===== src/rtl/ovl_checker_ctrl.sv =====
// ovl_checker_ctrl
//   Controller for a bank of NUM_CHK OVL checkers. It sequences checker enables
//   (IDLE -> ARMING for ARM_DLY cycles -> ACTIVE). It latches checker fires into
//   sticky pending bits and keeps a saturating fire counter per checker. Pending
//   fires are reported one at a time on a valid/ready channel, picked round-robin.
//
//   Optional build macro: OVL_CHECKER_CTRL_HALT_EN
//     Adds the sticky 'halt' output. The first accepted report parks the FSM in
//     HALTED. In HALTED the checkers are disabled and no new fires are captured,
//     but pending fires are still reported.
//
// Ports
//   clock, reset       rising-edge clock, async active-low reset
//   global_en          master enable, 0 returns to IDLE and flushes pending fires
//   chk_mask           per-checker permit
//   chk_fire           checker fire outputs
//   clr_cnt            synchronous clear of all fire counters
//   chk_enable         registered enable to each checker
//   armed              high while ACTIVE
//   rpt_valid/ready    report handshake
//   rpt_id, rpt_count  reported checker and its counter snapshot at grant
//   halt               (macro only) sticky stop after first accepted report

module ovl_checker_ctrl_lane #(
    parameter int CNT_W = 8
) (
    input  logic             clock,
    input  logic             reset,
    input  logic             cap,
    input  logic             ack,
    input  logic             flush,
    input  logic             clr_cnt,
    output logic             pending,
    output logic [CNT_W-1:0] cnt
);
    always_ff @(posedge clock or negedge reset) begin
        if (!reset) begin
            pending <= 1'b0;
            cnt     <= '0;
        end else begin
            // A fire in the handshake cycle wins over the ack, so it is reported again.
            if (flush)    pending <= 1'b0;
            else if (cap) pending <= 1'b1;
            else if (ack) pending <= 1'b0;

            if (clr_cnt)                          cnt <= cap ? CNT_W'(1) : '0;
            else if (cap && cnt != {CNT_W{1'b1}}) cnt <= cnt + 1'b1;
        end
    end
endmodule

module ovl_checker_ctrl #(
    parameter int NUM_CHK = 4,
    parameter int ARM_DLY = 2,
    parameter int CNT_W   = 8,
    localparam int ID_W   = $clog2(NUM_CHK)
) (
    input  logic               clock,
    input  logic               reset,
    input  logic               global_en,
    input  logic [NUM_CHK-1:0] chk_mask,
    input  logic [NUM_CHK-1:0] chk_fire,
    input  logic               clr_cnt,
    output logic [NUM_CHK-1:0] chk_enable,
    output logic               armed,
    output logic               rpt_valid,
    input  logic               rpt_ready,
    output logic [ID_W-1:0]    rpt_id,
    output logic [CNT_W-1:0]   rpt_count
`ifdef OVL_CHECKER_CTRL_HALT_EN
    ,
    output logic               halt
`endif
);
`ifdef OVL_CHECKER_CTRL_HALT_EN
    typedef enum logic [1:0] {S_IDLE, S_ARMING, S_ACTIVE, S_HALTED} state_t;
`else
    typedef enum logic [1:0] {S_IDLE, S_ARMING, S_ACTIVE} state_t;
`endif

    state_t                          state;
    logic [7:0]                      arm_cnt;
    logic [ID_W-1:0]                 rr_ptr;
    logic [NUM_CHK-1:0]              pending;
    logic [NUM_CHK-1:0][CNT_W-1:0]   cnt;
    logic [NUM_CHK-1:0]              cap;
    logic [NUM_CHK-1:0]              ack;
    logic                            hs;
    logic                            flush;
    logic                            is_halted;
    logic                            grant_vld;
    logic [ID_W-1:0]                 grant_id;
    logic [ID_W-1:0]                 idx;

`ifdef OVL_CHECKER_CTRL_HALT_EN
    assign is_halted = halt;
`else
    assign is_halted = 1'b0;
`endif

    // Once halted, global_en is ignored, so no flush occurs.
    assign flush = !global_en && !is_halted;
    assign hs    = rpt_valid && rpt_ready;
    assign cap   = (state == S_ACTIVE) ? (chk_fire & chk_mask) : '0;
    assign ack   = hs ? (NUM_CHK'(1) << rpt_id) : '0;

    for (genvar i = 0; i < NUM_CHK; i++) begin : g_lane
        ovl_checker_ctrl_lane #(.CNT_W(CNT_W)) u_lane (
            .clock   (clock),
            .reset   (reset),
            .cap     (cap[i]),
            .ack     (ack[i]),
            .flush   (flush),
            .clr_cnt (clr_cnt),
            .pending (pending[i]),
            .cnt     (cnt[i])
        );
    end

    // First pending bit at or after rr_ptr+1, with wrap-around.
    always_comb begin
        grant_vld = 1'b0;
        grant_id  = '0;
        idx       = '0;
        for (int i = 1; i <= NUM_CHK; i++) begin
            idx = ID_W'((int'(rr_ptr) + i) % NUM_CHK);
            if (!grant_vld && pending[idx]) begin
                grant_vld = 1'b1;
                grant_id  = idx;
            end
        end
    end

    always_ff @(posedge clock or negedge reset) begin
        if (!reset) begin
            state      <= S_IDLE;
            arm_cnt    <= '0;
            chk_enable <= '0;
            armed      <= 1'b0;
            rpt_valid  <= 1'b0;
            rpt_id     <= '0;
            rpt_count  <= '0;
            rr_ptr     <= ID_W'(NUM_CHK - 1);
`ifdef OVL_CHECKER_CTRL_HALT_EN
            halt       <= 1'b0;
`endif
        end else begin
            // Report channel. The pending bits being flushed must not be granted.
            if (hs) begin
                rpt_valid <= 1'b0;
            end else if (!rpt_valid && grant_vld && !flush) begin
                rpt_valid <= 1'b1;
                rpt_id    <= grant_id;
                rpt_count <= cnt[grant_id];
                rr_ptr    <= grant_id;
            end

`ifdef OVL_CHECKER_CTRL_HALT_EN
            if (hs && !halt) begin
                state      <= S_HALTED;
                halt       <= 1'b1;
                chk_enable <= '0;
                armed      <= 1'b0;
            end else
`endif
            if (flush) begin
                state      <= S_IDLE;
                chk_enable <= '0;
                armed      <= 1'b0;
            end else begin
                case (state)
                    S_IDLE: begin
                        if (ARM_DLY == 0) begin
                            state      <= S_ACTIVE;
                            chk_enable <= chk_mask;
                            armed      <= 1'b1;
                        end else begin
                            state      <= S_ARMING;
                            arm_cnt    <= 8'(ARM_DLY);
                            chk_enable <= '0;
                            armed      <= 1'b0;
                        end
                    end
                    S_ARMING: begin
                        if (arm_cnt == 8'd1) begin
                            state      <= S_ACTIVE;
                            chk_enable <= chk_mask;
                            armed      <= 1'b1;
                        end else begin
                            arm_cnt    <= arm_cnt - 8'd1;
                        end
                    end
                    S_ACTIVE: begin
                        chk_enable <= chk_mask;
                        armed      <= 1'b1;
                    end
                    default: begin
                        chk_enable <= '0;
                        armed      <= 1'b0;
                    end
                endcase
            end
        end
    end
endmodule


===== config.mk =====
export PLATFORM = sky130hd
export DESIGN_NAME = ovl_checker_ctrl
export DESIGN_NICKNAME = d
export VERILOG_FILES = /design/src/rtl/ovl_checker_ctrl.sv
export SDC_FILE = /design/constraint.sdc
export NUM_CORES = 1
export LEC_CHECK = 0
export CAP_MARGIN = 10
export CORE_MARGIN = 3
export CORE_UTILIZATION = 57
export DETAILED_ROUTE_END_ITERATION = 12
export PLACE_DENSITY = 0.89
export SYNTH_ARGS = -nofsm -noshare
export SYNTH_HDL_FRONTEND = slang
export SYNTH_SLANG_ARGS = --single-unit

===== constraint.sdc =====
create_clock -name clock -period 2.2 [get_ports clock]
set_input_delay 0.33 -clock clock [delete_from_list [all_inputs] [get_ports clock]]
set_output_delay 0.33 -clock clock [all_outputs]
set_load 0.05 [all_outputs]

# Word level (Yosys, flattened, before mapping)
# Index checks and enable logic that the tools add are counted.
# totals
regBits,64
inputBits,13
# op_classes
addsub,9
order_cmp,5
eq_ne,14
shifts,1
n_mux,57
n_bitwise,2
reduce_logical,24
# ops
cell,count
2-to-1 mux 8 bit,10
adder 8 x 1 -> 8 bit (second input constant),4
inequality test 8 bit (second input constant),4
2-to-1 mux 1 bit,28
binary-select mux 8 bit (select 2 bit),1
2-to-1 mux 4 bit,4
one-hot mux 8 bit (2 select lines),1
< comparator 2 x 3 -> 1 bit (second input constant),5
inequality test 3 x 1 -> 1 bit (second input constant),5
2-to-1 mux 2 bit,6
nonzero test 2 bit,6
logical AND 1 bit,10
binary-select mux 1 bit (select 2 bit),4
equality test 8 x 1 -> 1 bit (second input constant),1
one-hot mux 4 bit (2 select lines),1
subtractor 8 x 1 -> 8 bit (second input constant),1
adder 2 x 1 -> 2 bit (second input constant),2
adder 2 bit (second input constant),2
bitwise AND 4 bit,1
zero test 1 bit,4
one-hot mux 2 bit (2 select lines),1
AND reduction 2 bit,2
<< shifter 1 x 2 -> 4 bit (first input constant),1
inequality test 3 bit (second input constant),1
other kinds (7),7

# Longest topological paths before layout
# depth
ltp_word,17
depth_mapped,8

# Hierarchy
# A second synthesis with hierarchy kept.
# unflattened
hier_cells,407
hier_area_um2,3872.5
# modules_own_cells
module,instances,cells_each,area_each_um2,seq_area_each_um2
ovl_checker_ctrl_lane,4,54,534.3,225.2
ovl_checker_ctrl,1,191,1735.4,703.2

# Worst setup path after synthesis
# Ideal clock, no wire load.
# synth_timing
kind,reg2reg
from,register arm_cnt[4]
to,register arm_cnt[4]
setup_time_ns,0.149
arrival_time_ns,1.674
t_required_ns,2.051
path_slack_ns,0.377
stages_incl_launch_ff,7
period_less_slack_ns,1.823
path_cell_list,dfrtp_1 -> or4_1 -> o311a_1 -> buf_6 -> nand3_1 -> xor2_1 -> nor2_1
# synth_via
elab_chain_len,3
elab_cells_between_ends,6
cone_classes,add/sub (1); eq/ne (2); mux (2); reduce/logical (1)
# synth_lines
element,line_no,source
"start, declared",82,logic [7:0] arm_cnt;
"start signal, assigned",179,arm_cnt <= 8'(ARM_DLY);
"start signal, assigned",190,arm_cnt <= arm_cnt - 8'd1;
subtractor 8 x 1 -> 8 bit or equality test 8 x 1 -> 1 bit (tied branches),"190, 185",
2-to-1 mux 8 bit or inequality test 2 bit (tied branches),n/a,
one-hot mux 8 bit (2 select lines) or AND reduction 3 bit (tied branches),n/a,
# Parallel ways exist; a longest one is shown, timed or not. The select of a mux whose other input is x is not followed.
# A chain may end at the register's enable or synchronous reset.

# Final worst setup path
# layout_timing
from,register arm_cnt[4]
to,register arm_cnt[1]
# layout_via
elab_chain_len,3
# layout_lines
element,line_no,source
equality test 8 x 1 -> 1 bit,185,if (arm_cnt == 8'd1) begin
inequality test 2 bit (no line),n/a,
AND reduction 3 bit (no line),n/a,
# No other way between the ends.

==> out/qor.txt <==
RSZ-0062 raised after global routing: no
Nets: 394
Critical path type: flop to flop
Die area: 0.00672 mm2
Max Freq: 0.500 GHz
Root Buffer: clkbuf_8
Top cells by area, synth: dfrtp_1 (47%), mux2i_1 (6.1%), xor2_1 (5.9%)
Setup violators final: 0
Core area: 0.00554 mm2
Synth Area in XOR/XNOR: 7.46%
Min Clock Period, post-route: 2.00 ns
Post-synth top area share: 47.2%
End of the worst register-to-register path: arm_cnt[1]
WL/cell: 16.3 um
Warnings from Yosys: 0
Final ANT Viol Nets: 0
Slew HR: 54.4%
Sequential area share after synthesis: 48.8%
Worst Clk Skew: 0.00638 ns
Worst r2r src: arm_cnt[4]
R2r setup slk: 0.20 ns
Die width: 82.0 um
Share of layout cells above drive strength 1: 9.04%
Initial cell density of the core: 59.4%
Post-synthesis async set-or-reset flop share: 100%
Crit path launch type: flop
Tightest Pin Transition: 0.682 ns
# hold bufs at CTS: 0
Logic gate share of total power: 13.4%
Pwr Total: 0.00254 W
Area share of fa/ha/maj cells after synthesis: 3.42%
Post-CTS sizing: 0
Clock slew at reported path FFs: 0.07 ns
Clk pwr share: 35.6%
CP startpoint: arm_cnt[4]
NetSw: 0.000711 W
Ant. Diodes: 0
Row cnt: 27
Leakage: 1.66 nW
Top_reg_cell synth: dfrtp_1
GP Congestion: 0.869
Worst hold path class: input port to async pin
IO Pins: 29
Net Sw Frac: 27.9%
Worst slack, placed: 0.206 ns
Area growth syn-to-layout: 17.5%
Required @ worst endpoint: 2.42 ns
Fin. Hold Viols: 25
DR vias/cell: 5.80
Crit path capture type: flop
Synth Area in Compound Gates: 11.9%
VDD IR max: 0.000611 V
Global Route Usage Sum: 24.6%
Grt total ovfl: 0
CP arrival: 2.22 ns
Max stage delay on crit path: 0.55 ns
Max-Cap Viols: 0
Global-route wire length before repair: 12200 um
I/O Buffers: 28
CP Cell Sequence: or4_1 > o311a_1 > buf_4 > nor3_1 > a31oi_1
Post-synth EDFFs: 0
Post-CTS Setup Bufs: 0
Cell area after synthesis: 0.00329 mm2
First-pass DRT Iterations: 4
Final Cycle Share: 90.9%
Crit path max-delay cell type: or4_1
Crit path to: arm_cnt[1]
DRT iter0 DRCs: 199
Min Hold Slack: -0.0296 ns
Die height: 82.0 um
Main combinational cell family by area after synthesis: simple AND/OR/NAND/NOR gates
TritonCTS Sinks: 64
Initial antenna violation count: 0
Syn Inst Count: 332
Final worst setup slack: 0.201 ns
Synth Area in Simple Gates: 19.3%
Routed Wire Length: 7300 um
Cells on worst reg2reg path: 5
#FFs+latches synth: 64
DR vias: 2598
CTS buffer count: 9
Internal power: 0.00183 W
Mapped Nets: 354
Failing checks: negative hold slack
Mux cell area share after synthesis: 6.09%
Setup TNS: 0 ns
Crit path max fanout: 18
Clock Latency Late Sink: 0.34 ns
H-tree depth reported by CTS: 3
Synth top cells by count: dfrtp_1 (62), nor2_1 (42), nand2_1 (33)
Post-route DRC: 0
Final slew viol count: 0
TritonCTS clock tree: yes
Vias in the first global route: 2627
Post-synth top area cell: dfrtp_1
Largest net degree at the start of global routing: 65
Maximum clock path buffer count: 2
Most frequent cell after synthesis: dfrtp_1
Pwr dens: 658 mW/mm2
Syn Area/Cell: 9.91 um2
Fin util: 69.8%
Outcome: finished, violations left
Sequential Power Share: 51.0%
Unique masters post-synth: 42
Final HPWL DP: 5080 um
-- worst max-delay path, delay by kind of cell (launching register included) --
family          cells  cell delay, ns
compound gates      2            0.45
buf+inv             1            0.20
flops               1            0.44
simple gates        2            0.77
-- power by group through the flow --
stage | combinational (W) | clock (W) | sequential, W
after detailed placement | 0.000340 | 0 | 0.00132
after CTS | 0.000344 | 0.000912 | 0.00130
after global routing | 0.000375 | 0.000978 | 0.00131
after floorplan | 0.000159 | 0 | 0.00137
after global placement | 0.000329 | 0 | 0.00132
final | 0.000340 | 0.000907 | 0.00130
-- worst min-delay path by stage --
stage | from | to | slack [ns] | depth (start not counted)
detailed placement | reset | rpt_id[1] | 0.37 | 2
global route | reset | chk_enable[1] | 0.002 | 2
floorplan | reset | arm_cnt[0] | 0.03 | 0
global placement | reset | rpt_id[1] | 0.36 | 2
finish | reset | chk_enable[1] | -0.03 | 2
CTS | reset | chk_enable[1] | 0.002 | 2
-- stage by stage --
| step | instances | instance area [um2] |
|---|---|---|
| final | 448 | 3870 |
| after global routing | 448 | 3870 |
| after CTS | 448 | 3870 |
| after detailed placement | 433 | 3690 |
| after global placement | 433 | 3690 |
| after floorplan | 332 | 3290 |
-- layout by cell type (no fill, tap or decap), types with 3 or more instances in the layout --
cell and n:
a21oi_1 12, clkbuf_8 11, a21boi_0 5, buf_4 11, inv_1 10, a31oi_1 3
nand2b_1 6, nand3_1 17, nor3_1 5, a21o_1 3, ha_1 9, and4_1 4
o221ai_1 8, nor2_1 42, clkdlybuf4s50_1 27, dfrtp_1 62, o21ai_0 9, xor2_1 22
o31ai_1 3, nand2_1 33, mux2i_1 20, xnor2_1 6, and3_1 7, nand4_1 7
o21ai_1 4
-- sequential cells by signal, indices dropped and copies added, names as in the netlist, 2 cells and up --
register               flops
rpt_count                  8
g_lane.u_lane.pending      4
g_lane.u_lane.cnt         32
arm_cnt                    8
rpt_id                     2
rr_ptr                     2
chk_enable                 4
state                      2
-- layer usage --
| layer | wire (um) | global-route usage, % |
|---|---|---|
| met1 | 3060 | 30.0 |
| met2 | 3730 | 39.7 |
| met3 | 337 | 6.91 |
| met4 | 174 | 12.3 |
| met5 | 0 | 0 |
-- cell type report --
type,count,area (um2)
inverter,10,37.5
multi-input combinational,247,1580
fill,404,1670
timing repair buffer,40,378
clock inverter,3,17.5
tap,72,90.1
sequential,64,1600
clock buffer,12,155
-- cell families after synthesis --
logic type | after synthesis
simple gates | 133
fa+ha+maj | 9
mux | 20
compound gates | 57
buf+inv | 21
flops | 64
xor+xnor | 28
Note: power is estimated with default switching activity, not from simulation.
